`config.mk`:
```
export PLATFORM = sky130hd
export DESIGN_NAME = simon_sequencer_flat
export DESIGN_NICKNAME = d
export VERILOG_FILES = /design/src/rtl/simon_pkg.sv /design/src/rtl/simon_sequencer_if.sv /design/src/rtl/simon_lfsr.sv /design/src/rtl/simon_sequencer.sv /design/src/flat_wrapper.sv
export SDC_FILE = /design/constraint.sdc
export NUM_CORES = 1
export LEC_CHECK = 0
export BUFFER_PORTS_ARGS = -buffer_cell sky130_fd_sc_hd__buf_2
export CAP_MARGIN = 20
export CORE_MARGIN = 10
export CORE_UTILIZATION = 30
export DETAILED_ROUTE_END_ITERATION = 6
export HOLD_SLACK_MARGIN = 0.03
export PLACE_DENSITY = 0.46
export SLEW_MARGIN = 20
export SYNTH_ARGS = -nofsm -noshare
export SYNTH_HDL_FRONTEND = slang
export SYNTH_SLANG_ARGS = --single-unit
export TNS_END_PERCENT = 1
```
`constraint.sdc`:
```
create_clock -name clk -period 6.9 [get_ports clk]
set_input_delay 1.035 -clock clk [delete_from_list [all_inputs] [get_ports clk]]
set_output_delay 1.035 -clock clk [all_outputs]
set_load 0.005 [all_outputs]
```
`src/rtl/simon_pkg.sv`:
```
// rtl/simon_pkg.sv - state encoding, button type and LFSR taps shared by the Simon sequencer
package simon_pkg;

    typedef enum logic [2:0] {
        ST_IDLE,
        ST_ADD,
        ST_PLAY_ON,
        ST_PLAY_OFF,
        ST_WAIT_PRESS,
        ST_WAIT_RELEASE,
        ST_OVER,
        ST_WIN
    } simon_state_t;

    typedef logic [1:0] btn_t;

    // x^8 + x^6 + x^5 + x^4 + 1, bits 7/5/4/3 of a left-shifting register
    localparam logic [7:0] LFSR_TAPS = 8'hB8;

    function automatic logic [7:0] lfsr_step(input logic [7:0] v);
        return {v[6:0], ^(v & LFSR_TAPS)};
    endfunction

endpackage

```
`src/rtl/simon_sequencer_if.sv`:
```
// rtl/simon_sequencer_if.sv - player/playback signal bundle between the Simon sequencer and its neighbours
interface simon_sequencer_if;
    import simon_pkg::*;

    logic       tick;
    logic       start;
    btn_t       player_num;
    logic       player_pressed;
    logic       simon_turn;
    btn_t       simon_num;
    logic       simon_pressed;
    logic [3:0] level;
    logic       game_over;
    logic       win;

    modport master (
        output tick, start, player_num, player_pressed,
        input  simon_turn, simon_num, simon_pressed, level, game_over, win
    );

    modport slave (
        input  tick, start, player_num, player_pressed,
        output simon_turn, simon_num, simon_pressed, level, game_over, win
    );

endinterface

```
`src/rtl/simon_lfsr.sv`:
```
// rtl/simon_lfsr.sv - free-running 8-bit Fibonacci LFSR; exposes the two bits used for new sequence entries
module simon_lfsr
    import simon_pkg::*;
#(
    parameter logic [7:0] SEED = 8'hA5
) (
    input  logic       clk,
    input  logic       reset,
    output logic [1:0] bits_o
);

    logic [7:0] lfsr_q;

    always_ff @(posedge clk or posedge reset) begin
        if (reset) begin
            lfsr_q <= SEED;
        end else begin
            lfsr_q <= lfsr_step(lfsr_q);
        end
    end

    assign bits_o = lfsr_q[1:0];

endmodule

```
`src/rtl/simon_sequencer.sv`:
```
// rtl/simon_sequencer.sv - Simon game flow: grow, play back and check a random sequence.
// Optional SIMON_TIMEOUT_EN: a press not arriving within TIMEOUT_TICKS ticks ends the game.
module simon_sequencer
    import simon_pkg::*;
#(
    parameter int unsigned MAX_LEN       = 10,
    parameter int unsigned ON_TICKS      = 2,
    parameter int unsigned OFF_TICKS     = 1,
    parameter logic [7:0]  SEED          = 8'hA5,
    parameter int unsigned TIMEOUT_TICKS = 8
) (
    input  logic clk,
    input  logic reset,
    simon_sequencer_if.slave bus
);

    localparam int unsigned SPAN    = (ON_TICKS > OFF_TICKS) ? ON_TICKS : OFF_TICKS;
    localparam int unsigned CNT_MAX = (SPAN > TIMEOUT_TICKS) ? SPAN : TIMEOUT_TICKS;
    localparam int unsigned CNT_W   = $clog2(CNT_MAX + 1);

    simon_state_t     state_q, state_d;
    logic [3:0]       len_q, len_d;
    logic [3:0]       idx_q, idx_d;
    logic [CNT_W-1:0] cnt_q, cnt_d;
    logic             pp_q;
    logic             mem_we;
    btn_t             mem_q [16];
    btn_t             lfsr_bits;
    btn_t             play_num;
    logic             last;
    logic             rise;

    logic             turn_q;
    logic             pressed_q;
    btn_t             num_q;
    logic [3:0]       level_q;
    logic             over_q;
    logic             win_q;

    simon_lfsr #(.SEED(SEED)) u_lfsr (
        .clk    (clk),
        .reset  (reset),
        .bits_o (lfsr_bits)
    );

    assign last = (idx_q == len_q - 4'd1);
    assign rise = bus.player_pressed & ~pp_q;

    always_comb begin
        state_d = state_q;
        len_d   = len_q;
        idx_d   = idx_q;
        cnt_d   = cnt_q;
        mem_we  = 1'b0;
        case (state_q)
            ST_IDLE, ST_OVER, ST_WIN: begin
                if (bus.start) begin
                    state_d = ST_ADD;
                    len_d   = 4'd0;
                end
            end
            ST_ADD: begin
                mem_we  = 1'b1;
                len_d   = len_q + 4'd1;
                idx_d   = 4'd0;
                cnt_d   = '0;
                state_d = ST_PLAY_ON;
            end
            ST_PLAY_ON: begin
                if (bus.tick) begin
                    if (cnt_q == CNT_W'(ON_TICKS - 1)) begin
                        cnt_d   = '0;
                        state_d = ST_PLAY_OFF;
                    end else begin
                        cnt_d = cnt_q + CNT_W'(1);
                    end
                end
            end
            ST_PLAY_OFF: begin
                if (bus.tick) begin
                    if (cnt_q == CNT_W'(OFF_TICKS - 1)) begin
                        cnt_d = '0;
                        if (last) begin
                            idx_d   = 4'd0;
                            state_d = ST_WAIT_PRESS;
                        end else begin
                            idx_d   = idx_q + 4'd1;
                            state_d = ST_PLAY_ON;
                        end
                    end else begin
                        cnt_d = cnt_q + CNT_W'(1);
                    end
                end
            end
            ST_WAIT_PRESS: begin
                // an edge in the same cycle as the final timeout tick still counts as a press
                if (rise) begin
                    state_d = (bus.player_num == mem_q[idx_q]) ? ST_WAIT_RELEASE : ST_OVER;
                end
`ifdef SIMON_TIMEOUT_EN
                else if (bus.tick) begin
                    if (cnt_q == CNT_W'(TIMEOUT_TICKS - 1)) begin
                        state_d = ST_OVER;
                    end else begin
                        cnt_d = cnt_q + CNT_W'(1);
                    end
                end
`endif
            end
            ST_WAIT_RELEASE: begin
                if (!bus.player_pressed) begin
                    if (last) begin
                        state_d = (len_q == 4'(MAX_LEN)) ? ST_WIN : ST_ADD;
                    end else begin
                        idx_d   = idx_q + 4'd1;
                        cnt_d   = '0;
                        state_d = ST_WAIT_PRESS;
                    end
                end
            end
            default: state_d = ST_IDLE;
        endcase
    end

    // the first note of a round can be the entry being written this very cycle
    assign play_num = (mem_we && (idx_d == len_q)) ? lfsr_bits : mem_q[idx_d];

    always_ff @(posedge clk) begin
        if (mem_we) begin
            mem_q[len_q] <= lfsr_bits;
        end
    end

    always_ff @(posedge clk or posedge reset) begin
        if (reset) begin
            state_q   <= ST_IDLE;
            len_q     <= 4'd0;
            idx_q     <= 4'd0;
            cnt_q     <= '0;
            pp_q      <= 1'b0;
            turn_q    <= 1'b0;
            pressed_q <= 1'b0;
            num_q     <= '0;
            level_q   <= 4'd0;
            over_q    <= 1'b0;
            win_q     <= 1'b0;
        end else begin
            state_q   <= state_d;
            len_q     <= len_d;
            idx_q     <= idx_d;
            cnt_q     <= cnt_d;
            pp_q      <= bus.player_pressed;
            turn_q    <= (state_d == ST_PLAY_ON) || (state_d == ST_PLAY_OFF);
            pressed_q <= (state_d == ST_PLAY_ON);
            num_q     <= (state_d == ST_PLAY_ON) ? play_num : 2'd0;
            level_q   <= len_d;
            over_q    <= (state_d == ST_OVER);
            win_q     <= (state_d == ST_WIN);
        end
    end

    assign bus.simon_turn    = turn_q;
    assign bus.simon_pressed = pressed_q;
    assign bus.simon_num     = num_q;
    assign bus.level         = level_q;
    assign bus.game_over     = over_q;
    assign bus.win           = win_q;

endmodule

```
`src/flat_wrapper.sv`:
```
// flat-port wrapper written by rule: the top's interface ports become plain ports
module simon_sequencer_flat import simon_pkg::*;
#(
    parameter int unsigned MAX_LEN       = 10,
    parameter int unsigned ON_TICKS      = 2,
    parameter int unsigned OFF_TICKS     = 1,
    parameter logic [7:0]  SEED          = 8'hA5,
    parameter int unsigned TIMEOUT_TICKS = 8
)
  (clk, reset, bus_tick, bus_start, bus_player_num, bus_player_pressed, bus_simon_turn, bus_simon_num, bus_simon_pressed, bus_level, bus_game_over, bus_win);
  simon_sequencer_if bus_i ();
  input  logic clk;
  input  logic reset;
  input wire logic [$bits(bus_i.tick)-1:0] bus_tick;
  input wire logic [$bits(bus_i.start)-1:0] bus_start;
  input wire logic [$bits(bus_i.player_num)-1:0] bus_player_num;
  input wire logic [$bits(bus_i.player_pressed)-1:0] bus_player_pressed;
  output wire logic [$bits(bus_i.simon_turn)-1:0] bus_simon_turn;
  output wire logic [$bits(bus_i.simon_num)-1:0] bus_simon_num;
  output wire logic [$bits(bus_i.simon_pressed)-1:0] bus_simon_pressed;
  output wire logic [$bits(bus_i.level)-1:0] bus_level;
  output wire logic [$bits(bus_i.game_over)-1:0] bus_game_over;
  output wire logic [$bits(bus_i.win)-1:0] bus_win;
  assign bus_i.tick = bus_tick;
  assign bus_i.start = bus_start;
  assign bus_i.player_num = bus_player_num;
  assign bus_i.player_pressed = bus_player_pressed;
  assign bus_simon_turn = bus_i.simon_turn;
  assign bus_simon_num = bus_i.simon_num;
  assign bus_simon_pressed = bus_i.simon_pressed;
  assign bus_level = bus_i.level;
  assign bus_game_over = bus_i.game_over;
  assign bus_win = bus_i.win;
  simon_sequencer #(.MAX_LEN(MAX_LEN), .ON_TICKS(ON_TICKS), .OFF_TICKS(OFF_TICKS), .SEED(SEED), .TIMEOUT_TICKS(TIMEOUT_TICKS)) u_core (.clk(clk), .reset(reset), .bus(bus_i));
endmodule
```
## Word level (Yosys, flattened, before mapping)

Memories as Yosys holds them, arrays and structs flattened.
Cells that the tools add are included.

- Eq/ne operators: 21
- Multiplexer cells: 32
- Reduce and logical (&&, ||, !) cells: 10
- Add/subtract/negate cells: 4
- Bitwise gates (word level): 2

Operators by type and width:

| cell | count |
|---|---|
| 2-to-1 mux 4 bit | 12 |
| 2-to-1 mux 3 bit | 10 |
| equality test 3 bit (second input constant) | 6 |
| one-hot mux 3 bit (6 select lines) | 1 |
| one-hot mux 4 bit (4 select lines) | 1 |
| adder 4 x 1 -> 4 bit (second input constant) | 3 |
| equality test 3 x 2 -> 1 bit (second input constant) | 4 |
| one-hot mux 4 bit (3 select lines) | 1 |
| inequality test 2 bit (second input constant) | 5 |
| equality test 4 bit | 2 |
| one-hot mux 4 bit (2 select lines) | 1 |
| parity 8 bit | 1 |
| 2-to-1 mux 2 bit | 3 |
| AND reduction 5 bit | 1 |
| equality test 4 x 1 -> 1 bit (second input constant) | 1 |
| equality test 4 bit (second input constant) | 1 |
| zero test 4 bit | 1 |
| nonzero test 4 bit | 1 |
| subtractor 4 x 1 -> 4 bit (second input constant) | 1 |
| equality test 3 x 1 -> 1 bit (second input constant) | 1 |
| zero test 3 bit | 1 |
| 2-to-1 mux 1 bit | 3 |
| OR reduction 3 bit | 1 |
| equality test 2 bit | 1 |
| 6 further kinds | 6 |

- Output and inout port bits: 10
- Bits in writable memories: 32
- Bits in registers: 30
- Input port bits: 7
- Memories kept: 1

Memories:

| name | words | width | read ports | clocked after Yosys merged registers in | write ports | RTL line | text |
|---|---|---|---|---|---|---|---|
| u_core.mem_q | 16 | 2 | 2 | 0 | 1 | simon_sequencer.sv:27 | `btn_t mem_q [16];` |

## Logic depth before layout (Yosys ltp)

Gate-level depths: netlist of the first run.

- Depth in word-level cells: 10
- Mapped depth: 17
- Gate-level depth less buffers: 14

## By module

A second synthesis of the first run with hierarchy kept.

- Cells, all modules: 303
- Area total of the unflattened synthesis: 3469.6 µm²

Modules (own cells, without submodules):

| module | times used | sequential area each (µm²) | cells an instance | area an instance (µm²) |
|---|---|---|---|---|
| simon_sequencer | 1 | 1511.4 | 289 | 3219.3 |
| simon_lfsr | 1 | 205.2 | 14 | 250.2 |

## Least setup slack after synthesis of the first run

No wires, ideal clock.

- Path type: register to register
- Start point: register u_core.len_q[0]
- End point: register u_core.num_q[0], in the netlist u_core.bus.simon_num[0]
- Required time: 6.823 ns
- Arrival time: 3.122 ns
- Period minus slack after synthesis: 3.200 ns
- Slack: 3.700 ns
- Cell stages (with the launch flop): 18
- Cells stage by stage: dfrtp_1 -> inv_1 -> ha_1 -> xnor2_1 -> xnor2_1 -> and4_1 -> buf_2 -> clkinv_2 -> ha_1 -> nor4b_1 -> a221oi_1 -> buf_4 -> buf_6 -> mux2i_1 -> mux2i_1 -> mux2i_1 -> mux2_2 -> a21oi_1

- Word-level cells in the longest chain between the ends: 10
- Elaborated cells on any way between the ends: 22
- Those cells by class: add/sub (1); eq/ne (4); mux (15); reduce/logical (1); memory (1)

RTL lines:

| what | RTL line | text |
|---|---|---|
| from (decl) | simon_sequencer.sv:22 | `logic [3:0] len_q, len_d;` |
| from (signal assigned) | simon_sequencer.sv:149 | `len_q <= len_d;` |
| branches (longest 9 deep; another with subtractor 4 x 1 -> 4 bit) | -- |  |
| 2-to-1 mux 2 bit (*) | simon_sequencer.sv:155 | `num_q <= (state_d == ST_PLAY_ON) ? play_num : 2'd0;` |
| to (signal assigned) | simon_sequencer.sv:155 |  |
| to (decl) | simon_sequencer.sv:35 | `btn_t num_q;` |

Mark *: on every way between the ends.
A chain may end at the register's enable or synchronous reset.

## Worst setup path after layout of the first run

- Start point: register u_core.len_q[0]
- End point: register u_core.num_q[1], in the netlist u_core.bus.simon_num[1]

The elaborated chain is that of the path after synthesis.

==> impl_metrics.csv, run 1 <==
group,metric,value,unit
floorplanning,die_area,15880,um^2
clock_network,postCtsSetupRepairBufs,0,
timing,tightest_slew,0.6649,ns
yosys,syn_inst,277,
global_route,global_route.usage.total,9.836,%
clock_network,cts_resized,0,
yosys,syn-num-nets,294,
timing,setup_viol,0,
timing,finClkSkew,0.007320,ns
timing,setup_tns,0,ns
min_path,min_path_type,"reg -> reg",
route,wl_per_cell,17.02,um
critical_path,crit_path_frequent_cell,"mux2i_1",
power_and_ir_drop,p_per_area,280.9,nW/um^2
yosys,yosysSeqAreaShare,50.91,%
floorplanning,ioPinCount,17,
clock_network,clkTransAtPathRegs,0.06,ns
floorplanning,start_util,30.84,%
route,drc,0,
placed_design,dp_hpwl,5203,um
clock_network,root_buffer,"clkbuf_16",
critical_path,cp.buffers_inverters,3,
layout,fillers,1085,
layout,seq_area,1717,um^2
clock_network,cts_tree,"built",
global_route,grt_pass1_wl,12390,um
power_and_ir_drop,ir_drop,0.1020,mV
yosys,synth_cell_types,48,
floorplanning,num_rows,38,
global_route,antenna_found_initial,0,
route,dr.pass1.iters,4,
floorplanning,core-area,10940,um^2
placed_design,place_area,3561,um^2
clock_network,clk_path_buf_depth,2,
timing,fin_crit_sh,52.68,%
critical_path,required,7.15,ns
clock_network,h-tree-depth,3,
layout,final_common_cell,"edfxtp_1",
route,num_vias,2159,
timing,hold_ws,0.3559,ns
route,via_per_inst,4.941,
yosys,synth_area_leader_cell,"edfxtp_1",
global_route,grt_pass1_vias,2217,
critical_path,path_class,"reg -> reg",
yosys,synth-main-ff-cell,"edfxtp_1",
yosys,synthTopCellsByArea,"edfxtp_1 (28%), dfrtp_1 (19%), mux2i_1 (8.3%)",
critical_path,crit_path_start_kind,"flip-flop",
layout,areaGrowthSynthToFinish,14.47,%
critical_path,worstPathMaxFanout,18,
critical_path,cp_top_family,"multiplexers",
clock_network,cts_hold_buf,0,
floorplanning,dieWidth,126.0,um
critical_path,cp-end-kind,"flip-flop",
yosys,async_reset_ff_share,48.39,%
yosys,synth-edff-count,32,
yosys,synth_area,3372,um^2
layout,final_cell_mix,"edfxtp_1 (32), nor2_1 (30), mux2i_1 (28)",
clock_network,clock-sinks,62,
layout,design_area,3860,um^2
critical_path,worst_path_max_delay_cell,"dfrtp_1",
layout,diodes,0,
clock_network,numCtsBuffers,9,
layout,final_nets,309,
critical_path,cp.arrival,3.89,ns
timing,finalHoldViolations,0,
route,drtIter0Drc,142,
floorplanning,die_h,126.0,um
global_route,overflow,0,
clock_network,clk_latency,0.33,ns
power_and_ir_drop,p_leak,1.484,nW
critical_path,cpPeakStageDelay,0.51,ns
timing,rsz0062_at_grt,"false",
layout,drive_gt1_share,17.85,%
layout,multi_input_area,1516,um^2
yosys,synth_seq_cells,62,
yosys,syn_avg_cell_area,12.17,um^2
timing,maxSlewViolCount,0,
placed_design,portBuffers,16,
yosys,yosysWarnings,0,
timing,slew_headroom,55.68,%
status,status,"completed",
global_route,grt_max_degree,31,
critical_path,path_cells,"inv_1 > ha_1 > xnor2_1 > xnor2_1 > and4_1 > clkinv_2 > ha_1 > nor4b_1 > a221oi_2 > buf_4 > mux2i_1 > mux2i_1 > mux2i_1 > mux2_2 > a21oi_1",
route,routed_wl,7438,um
power_and_ir_drop,finalPower,1.084,mW
yosys,yosys.area.top_type_share,28.50,%
timing,min_period,3.635,ns
route,drtAntennaViolNets,0,
timing,max_freq,275.1,MHz
placed_design,gp_congestion,0.7648,
job,maxCapViolations,0,
[layout make-up]
class	instances	area share, %
multi-input combinational	186	39.29
inverter	15	1.491
clock buffer	9	5.835
tap	140	4.538
clock inverter	7	1.912
sequential	62	44.47
timing repair buffer	18	2.464
[worst reg2reg max path, stage by stage, from the launching register on]
cell      delay [ns]
dfrtp_1         0.51
inv_1           0.15
ha_1            0.23
xnor2_1         0.18
xnor2_1         0.12
and4_1          0.33
clkinv_2        0.15
ha_1            0.31
nor4b_1         0.35
a221oi_2        0.06
buf_4           0.26
mux2i_1         0.15
mux2i_1         0.22
mux2i_1         0.10
mux2_2          0.29
a21oi_1         0.15
[synth_stat cells (2+ instances only)]
| cell | count |
|---|---|
| nand2_1 | 19 |
| a22o_1 | 3 |
| a21o_1 | 2 |
| a21oi_1 | 11 |
| inv_1 | 13 |
| xnor2_2 | 2 |
| nor4b_1 | 2 |
| nor2_1 | 30 |
| mux4_2 | 2 |
| dfrtp_1 | 26 |
| edfxtp_1 | 32 |
| ha_1 | 10 |
| xor2_1 | 5 |
| nor3_1 | 11 |
| nand3_1 | 6 |
| buf_2 | 4 |
| o21ai_0 | 11 |
| mux4_1 | 8 |
| mux2_2 | 4 |
| buf_4 | 2 |
| clkbuf_1 | 5 |
| buf_6 | 3 |
| dfstp_2 | 4 |
| a221oi_1 | 2 |
| mux2i_1 | 28 |
| nand2b_1 | 5 |
| xnor2_1 | 6 |
[per-layer routing]
| layer | part of all wire, % | vias up | track usage, % |
|---|---|---|---|
| met5 | 0 | - | 0 |
| met3 | 3.9 | 13 | 2.936 |
| met4 | 1.9 | 0 | 4.354 |
| li1 | - | 1044 | - |
| met1 | 49 | 1067 | 12.55 |
| met2 | 46 | 35 | 15.02 |
[registers in the layout, summed over array words and instances, names as in the netlist]
signal / flops
u_core.cnt_q: 4
u_core.bus.game_over: 1
u_core.mem_q: 32
u_core.pp_q: 1
u_core.bus.simon_num: 2
u_core.u_lfsr.lfsr_q: 8
u_core.len_q: 4
u_core.bus.win: 1
u_core.state_q: 3
u_core.bus.simon_turn: 1
u_core.idx_q: 4
u_core.bus.simon_pressed: 1
[kinds of logic after synthesis]
group	synth area share [%]
adder cells (fa/ha/maj)	3.711
AND/OR/NAND/NOR	11.99
XOR/XNOR	3.822
AO/OA/AOI/OAI	8.053
multiplexers	17.22
flip-flops	50.91
buffers and inverters	4.304
[stage by stage]
step / cells / util (%) / setup slack [ns]
2_1_floorplan: 277 / - / 3.700
3_3_place_gp: 421 / 32.56 / 3.312
3_5_place_dp: 421 / 32.56 / 3.280
4_1_cts: 437 / 35.30 / 3.253
5_1_grt: 437 / 35.30 / 2.952
6_report: 437 / 35.30 / 3.265
[power breakdown]
part           total, mW  switching (mW)  internal (mW)
registers          0.456          0.0451          0.411
logic              0.175          0.0876         0.0873
clock network      0.453           0.174          0.280
total               1.08           0.306          0.778
[worst paths after layout]
path / from / end / slack, ns / cells past startpoint
worst max-delay path: u_core.len_q[0]$_DFFE_PP0P_ / u_core.bus.simon_num[1]$_DFF_PP0_ / 3.26 / 15
worst min-delay path: u_core.u_lfsr.lfsr_q[6]$_DFF_PP0_ / u_core.u_lfsr.lfsr_q[7]$_DFF_PP1_ / 0.36 / 0
worst max register to register: u_core.len_q[0]$_DFFE_PP0P_ / u_core.bus.simon_num[1]$_DFF_PP0_ / 3.26 / 15
worst min register to register: u_core.u_lfsr.lfsr_q[6]$_DFF_PP0_ / u_core.u_lfsr.lfsr_q[7]$_DFF_PP1_ / 0.36 / 0
max in group asynchronous: reset / u_core.u_lfsr.lfsr_q[2]$_DFF_PP1_ / 5.81 / 3
min in group asynchronous: reset / u_core.bus.simon_num[0]$_DFF_PP0_ / 0.77 / 3
(Power assumes the default switching activity.)
==> inputs of run 2 (changes only) <==
--- a/config.mk
+++ b/config.mk
@@ -11,7 +11,7 @@
 export CORE_UTILIZATION = 30
 export DETAILED_ROUTE_END_ITERATION = 6
 export HOLD_SLACK_MARGIN = 0.03
-export PLACE_DENSITY = 0.46
+export PLACE_DENSITY = 0.47
 export SLEW_MARGIN = 20
 export SYNTH_ARGS = -nofsm -noshare
 export SYNTH_HDL_FRONTEND = slang
==> constraint.sdc (replaced) <==
create_clock -name clk -period 3.23 [get_ports clk]
set_input_delay 0.4845 -clock clk [delete_from_list [all_inputs] [get_ports clk]]
set_output_delay 0.4845 -clock clk [all_outputs]
set_load 0.005 [all_outputs]
==> run 2 against run 1 <==
  * Clock skew is 0.0019 ns higher
  * Non-clock buffer count up 15
  * Sequential power up 110%
  * Count of clock-buffer cells in the layout stayed put
  * Maximum frequency rose by 21%
  * First-iteration DRC count decreased by 14%
  * Critical path depth unchanged
  * Combinational power rose to 2.7 times the previous value
  * Worst setup slack got worse by 3.0 ns
  * Cell area rose by 4.0%
  * Sequential share of layout area is 1.7 points lower
  * Die area unchanged
==> impl_metrics.csv, run 2 (synthesized netlist as in run 1, its figures left out) <==
group,metric,value,unit
placed_design,dp_hpwl,5595,um
global_route,overflow,0,
layout,design_area,4014,um^2
layout,fin_util,36.70,%
layout,regMostFlops,"u_core.mem_q",
critical_path,cp.buffers_inverters,3,
global_route,grt_pass1_vias,2301,
clock_network,clk_latency,0.33,ns
floorplanning,core-area,10940,um^2
layout,areaGrowthSynthToFinish,19.04,%
job,maxCapViolations,0,
layout,fillers,1092,
power_and_ir_drop,p_per_area,574.3,nW/um^2
route,via_per_inst,4.823,
critical_path,cp_top_family,"multiplexers",
layout,diodes,0,
timing,slew_headroom,62.26,%
clock_network,numCtsBuffers,9,
route,drc,0,
floorplanning,start_util,30.84,%
timing,setup_viol,0,
clock_network,clk_path_buf_depth,2,
critical_path,crit_path_frequent_cell,"mux2i_1",
timing,tightest_slew,0.5661,ns
clock_network,cts_hold_buf,0,
timing,finalHoldViolations,0,
route,drtAntennaViolNets,0,
timing,min_period,3.007,ns
critical_path,required,3.48,ns
critical_path,cp.arrival,3.26,ns
layout,largest_reg_flops,32,
floorplanning,ioPinCount,17,
placed_design,portBuffers,16,
status,status,"completed",
floorplanning,die_h,126.0,um
floorplanning,die_area,15880,um^2
critical_path,cpPeakStageDelay,0.39,ns
layout,fin_cells,452,
route,num_vias,2180,
clock_network,h-tree-depth,3,
clock_network,clock-sinks,62,
timing,max_freq,332.5,MHz
route,routed_wl,7799,um
layout,final_common_cell,"edfxtp_1",
layout,final_cell_mix,"edfxtp_1 (32), nor2_1 (30), mux2i_1 (28)",
placed_design,place_area,3691,um^2
critical_path,path_class,"reg -> reg",
min_path,min_path_type,"in -> async",
timing,finClkSkew,0.009239,ns
route,wl_per_cell,17.25,um
layout,reg_top3,"u_core.mem_q: 32 flops, u_core.u_lfsr.lfsr_q: 8 flops",
critical_path,worst_path_max_delay_cell,"dfrtp_1",
placed_design,gp_congestion,0.7690,
global_route,antenna_found_initial,0,
global_route,global_route.usage.total,10.28,%
route,drtIter0Drc,122,
layout,seq_area,1717,um^2
critical_path,crit_path_start_kind,"flip-flop",
global_route,grt_pass1_wl,13000,um
clock_network,clkTransAtPathRegs,0.06,ns
timing,maxSlewViolCount,0,
layout,final_nets,324,
power_and_ir_drop,ir_drop,0.2508,mV
critical_path,path_cells,"inv_2 > ha_1 > xnor2_2 > xnor2_1 > and4_1 > clkinv_2 > ha_4 > nor4b_4 > a221oi_2 > buf_12 > mux2i_1 > mux2i_1 > mux2i_1 > mux2_2 > a21oi_1",
timing,fin_crit_sh,93.11,%
placed_design,dp_cells,435,
layout,drive_gt1_share,23.72,%
floorplanning,dieWidth,126.0,um
floorplanning,num_rows,38,
global_route,grt_max_degree,31,
power_and_ir_drop,p_leak,1.567,nW
clock_network,root_buffer,"clkbuf_16",
layout,multi_input_area,1556,um^2
clock_network,cts_tree,"built",
route,dr.pass1.iters,4,
critical_path,cp-end-kind,"flip-flop",
critical_path,worstPathMaxFanout,18,
run 2: timing repair:
item | in CTS | in global routing
endpoints found under the setup margin | 0 | 3
buffers inserted | 0 | 1
resized for setup | 0 | 6
run 2: final timing paths:
| path | startpoint | end | slack (ns) | cells past startpoint |
|---|---|---|---|---|
| min | reset | u_core.idx_q[2]$_DFF_PP0_ | 0.23 | 3 |
| max | u_core.len_q[0]$_DFFE_PP0P_ | u_core.bus.simon_num[1]$_DFF_PP0_ | 0.22 | 15 |
| min in group clk | u_core.u_lfsr.lfsr_q[6]$_DFF_PP0_ | u_core.u_lfsr.lfsr_q[7]$_DFF_PP1_ | 0.35 | 0 |
| max in group asynchronous | reset | u_core.u_lfsr.lfsr_q[2]$_DFF_PP1_ | 2.68 | 3 |
| max reg2reg | u_core.len_q[0]$_DFFE_PP0P_ | u_core.bus.simon_num[1]$_DFF_PP0_ | 0.22 | 15 |
| min reg2reg | u_core.u_lfsr.lfsr_q[6]$_DFF_PP0_ | u_core.u_lfsr.lfsr_q[7]$_DFF_PP1_ | 0.35 | 0 |
run 2: where the power goes:
part / total, mW / internal, mW / switching (mW) / leakage (nW)
logic: 0.471 / 0.236 / 0.235 / 0.830
clock network: 0.887 / 0.519 / 0.367 / 0.128
registers: 0.948 / 0.879 / 0.0693 / 0.610
total: 2.31 / 1.63 / 0.671 / 1.57
run 2: final cells by class:
class                      count  share of cell area [%]
sequential                    62                   42.77
inverter                      15                   1.434
tap                          140                   4.364
clock buffer                   9                   5.611
clock inverter                 7                   1.247
timing repair buffer          33                   5.798
multi-input combinational    186                   38.78
run 2: per-layer routing:
layer | vias up | routed length [um] | GRT usage (%)
met2 | 35 | 3532 | 15.30
met4 | 0 | 127 | 3.885
li1 | 1079 | - | -
met3 | 14 | 290 | 3.020
met1 | 1052 | 3848 | 13.73
met5 | - | 0 | 0
run 2: metrics by stage:
| step | power, mW | hold WS, ns | worst slack [ns] | setup TNS (ns) |
|---|---|---|---|---|
| 3_5_place_dp | 1.426 | 0.3451 | 0.07590 | 0 |
| 4_1_cts | 2.320 | 0.2385 | 0.05387 | 0 |
| 6_report | 2.305 | 0.2279 | 0.2226 | 0 |
| 5_1_grt | 2.420 | 0.2595 | -0.002022 | -0.002022 |
| 3_3_place_gp | 1.419 | 0.3369 | 0.09721 | 0 |
| 2_1_floorplan | 1.282 | 0.3330 | 0.03028 | 0 |
run 2: worst min-delay path: stages:
cell	delay, ns
buf_2	0.09
inv_1	0.04
buf_4	0.35
==> inputs of run 3 (changes only) <==
--- a/config.mk
+++ b/config.mk
@@ -10,10 +10,12 @@
 export CORE_MARGIN = 10
 export CORE_UTILIZATION = 30
 export DETAILED_ROUTE_END_ITERATION = 6
+export GPL_TIMING_DRIVEN = 0
 export HOLD_SLACK_MARGIN = 0.03
 export PLACE_DENSITY = 0.47
 export SLEW_MARGIN = 20
 export SYNTH_ARGS = -nofsm -noshare
 export SYNTH_HDL_FRONTEND = slang
+export SYNTH_HIERARCHICAL = 1
 export SYNTH_SLANG_ARGS = --single-unit
 export TNS_END_PERCENT = 1
==> run 3 against run 2 <==
  * Global-route usage is 1.3 points higher
  * Combinational power increased to 3.4 times the previous value
  * Maximum frequency shrank 2.8%
  * Synthesized area is 2.9% higher
  * Register-to-register slack got worse by 0.09 ns
  * Routed wire length increased by 16%
  * Largest power group is now combinational logic
==> impl_metrics.csv, run 3 <==
group,metric,value,unit
timing,maxSlewViolCount,0,
floorplanning,core-area,11370,um^2
placed_design,portBuffers,16,
critical_path,reg2reg_to,"u_core/bus.simon_num[1]$_DFF_PP0_",
status,status,"completed",
yosys,async_reset_ff_share,48.39,%
critical_path,cp-end-kind,"flip-flop",
power_and_ir_drop,p_sw,1.346,mW
placed_design,gp_congestion,0.8264,
layout,fin_cells,483,
layout,regMostFlops,"u_core/mem_q",
yosys,synth-main-ff-cell,"edfxtp_1",
critical_path,cp_top_family,"simple AND/OR/NAND/NOR gates",
critical_path,crit_path_start_kind,"flip-flop",
timing,setup_viol,0,
critical_path,worstPathMaxFanout,10,
timing,fin_crit_sh,95.78,%
critical_path,cp.arrival,3.29,ns
min_path,min_path_type,"in -> async",
route,drtAntennaViolNets,0,
power_and_ir_drop,p_comb_share,45.1,%
power_and_ir_drop,power.share.sequential,27.9,%
critical_path,required,3.43,ns
layout,fin_util,36.72,%
yosys,synth_cell_types,58,
power_and_ir_drop,power_frac_clock,27.1,%
critical_path,reg2reg_depth,14,
clock_network,root_buffer,"clkbuf_16",
yosys,yosys-top-cells-count,"edfxtp_1 (32), dfrtp_1 (26), nor2_1 (21)",
placed_design,place_ws,-0.6538,ns
global_route,global_route.usage.total,11.53,%
timing,min_period,3.094,ns
critical_path,cp.depth,14,
layout,final_common_cell,"edfxtp_1",
critical_path,cpPeakStageDelay,0.42,ns
layout,diodes,0,
critical_path,cp.buffers_inverters,3,
floorplanning,die_area,16270,um^2
timing,max_freq,323.3,MHz
clock_network,cts_tree,"built",
timing,setup_tns,0,ns
floorplanning,die_h,127.5,um
clock_network,h-tree-depth,3,
route,wl_per_cell,18.81,um
global_route,grt_pass1_wl,14650,um
global_route,grt_pass1_vias,2639,
yosys,syn-num-nets,320,
route,drtIter0Drc,211,
route,drc,0,
critical_path,worst_path_max_delay_cell,"dfrtp_2",
route,num_vias,2553,
layout,reg_top3,"u_core/mem_q: 32 flops, u_core/u_lfsr/lfsr_q: 8 flops",
yosys,yosysWarnings,6,
clock_network,clk_latency,0.33,ns
timing,finalHoldViolations,0,
layout,largest_reg_flops,32,
power_and_ir_drop,p_sw_share,37.37,%
floorplanning,dieWidth,127.5,um
route,dr.pass1.iters,4,
clock_network,clk_path_buf_depth,2,
power_and_ir_drop,ir_drop,0.3019,mV
yosys,syn_avg_cell_area,11.45,um^2
layout,final_nets,352,
layout,areaGrowthSynthToFinish,20.34,%
yosys,yosys.area.top_type_share,27.70,%
power_and_ir_drop,p_per_area,862.8,nW/um^2
timing,slew_headroom,39.39,%
global_route,overflow,0,
route,via_per_inst,5.286,
floorplanning,ioPinCount,17,
critical_path,worstSetupStartpoint,"u_core/bus.level[1]$_DFFE_PP0P_",
clock_network,clock-sinks,62,
clock_network,cts_hold_buf,0,
global_route,antenna_found_initial,0,
route,routed_wl,9083,um
clock_network,numCtsBuffers,9,
critical_path,r2r_start,"u_core/bus.level[1]$_DFFE_PP0P_",
critical_path,ff2ff_setup_slack,0.14,ns
yosys,yosysMostFrequentCell,"edfxtp_1",
placed_design,place_area,3730,um^2
power_and_ir_drop,p_int,2.256,mW
critical_path,cp-endpoint,"u_core/bus.simon_num[1]$_DFF_PP0_",
yosys,synth-edff-count,32,
critical_path,path_class,"reg -> reg",
yosys,synth_seq_cells,62,
yosys,synth_area,3470,um^2
layout,design_area,4175,um^2
timing,tightest_slew,0.9082,ns
yosys,synth_area_leader_cell,"edfxtp_1",
layout,drive_gt1_share,24.71,%
clock_network,clkTransAtPathRegs,0.05,ns
timing,rsz0062_at_grt,"false",
global_route,grt_max_degree,23,
placed_design,dp_cells,462,
floorplanning,start_util,30.52,%
critical_path,crit_path_frequent_cell,"ha_4",
power_and_ir_drop,p_leak,1.509,nW
floorplanning,num_rows,39,
layout,final_cell_mix,"edfxtp_1 (32), dfrtp_1 (25), nor2_1 (20)",
timing,finClkSkew,0.004884,ns
job,maxCapViolations,0,
yosys,syn_inst,303,
timing,setup_ws,0.1364,ns
critical_path,path_cells,"inv_1 > ha_4 > xor2_4 > nand3_2 > nor2_4 > inv_2 > ha_4 > o22a_2 > nand2_4 > buf_8 > mux2_2 > o2111ai_1 > and4_1 > o21ai_2",
yosys,synthTopCellsByArea,"edfxtp_1 (28%), dfrtp_1 (19%), mux4_2 (6.5%)",
placed_design,dp_hpwl,6507,um
yosys,yosysSeqAreaShare,49.48,%
-- run 3: cell count changes after synthesis, sizes merged, moves of 5 or more --
cell    before  now
and3         1    8
clkbuf       5   11
mux2i       28    3
nand3        6   12
nand4        1   11
nor2        30   21
nor2b        0    5
o21ai       13   20
-- run 3: final cells by class --
class | count | area, um^2
well taps | 143 | 178.9
flip-flops and latches | 62 | 1718
plain buffers | 19 | 116.4
multi-input cells | 206 | 1682
clock inverters | 3 | 42.54
clock buffers | 13 | 260.3
repair buffers | 21 | 117.6
fillers | 1128 | 7194
inverters | 16 | 60.06
-- run 3: worst min path at each step --
stage | to | slack, ns | startpoint
6_report | u_core/u_lfsr/lfsr_q[6]$_DFF_PP0_ | 0.1 | reset
5_1_grt | u_core/u_lfsr/lfsr_q[4]$_DFF_PP0_ | 0.13 | reset
4_1_cts | u_core/u_lfsr/lfsr_q[6]$_DFF_PP0_ | 0.1 | reset
3_5_place_dp | u_core/u_lfsr/lfsr_q[7]$_DFF_PP1_ | 0.35 | u_core/u_lfsr/lfsr_q[6]$_DFF_PP0_
3_3_place_gp | u_core/u_lfsr/lfsr_q[7]$_DFF_PP1_ | 0.34 | u_core/u_lfsr/lfsr_q[6]$_DFF_PP0_
2_1_floorplan | u_core/u_lfsr/lfsr_q[1]$_DFF_PP0_ | 0.30 | reset
-- run 3: layer usage --
layer | GRT usage, % | part of all wire (%) | vias to the layer above
li1 | - | - | 1214
met1 | 14.76 | 47 | 1284
met2 | 18.46 | 48 | 47
met3 | 2.481 | 3.2 | 8
met4 | 4.689 | 1.6 | 0
met5 | 0 | 0 | -
-- run 3: power groups by stage --
stage | Sequential (mW) | Combinational, mW | Clock [mW]
6_report | 1.00 | 1.62 | 0.975
5_1_grt | 1.02 | 1.78 | 1.03
4_1_cts | 1.00 | 1.55 | 0.993
3_5_place_dp | 1.03 | 1.40 | 0
3_3_place_gp | 1.03 | 1.39 | 0
2_1_floorplan | 1.00 | 1.04 | 0
-- run 3: timing repair --
action                                  4_1_cts  5_1_grt
endpoints found under the hold margin         0        0
endpoints found under the setup margin        2        2
gates resized for setup                      15       10
pin swaps                                     4        2
setup buffers                                 5        0
-- run 3: cell families after synthesis --
group	Yosys count	synth area share [%]
compound gates	60	13.02
xor+xnor	16	4.435
fa+ha+maj	10	3.606
buf+inv	35	4.364
flops	62	49.48
mux	18	8.979
simple gates	102	16.12
-- run 3: worst reg2reg max path: stages, from the launching register on --
cell and delay [ns]:
dfrtp_2 0.42, inv_1 0.19, ha_4 0.26, xor2_4 0.19
nand3_2 0.13, nor2_4 0.14, inv_2 0.08, ha_4 0.22
o22a_2 0.28, nand2_4 0.08, buf_8 0.14, mux2_2 0.35
o2111ai_1 0.19, and4_1 0.24, o21ai_2 0.07
-- run 3: metrics by stage --
stage / hold WS (ns) / power [mW]
3_3_place_gp: 0.3395 / 2.422
4_1_cts: 0.09529 / 3.551
5_1_grt: 0.1271 / 3.826
3_5_place_dp: 0.3458 / 2.431
2_1_floorplan: 0.2973 / 2.046
6_report: 0.09985 / 3.602
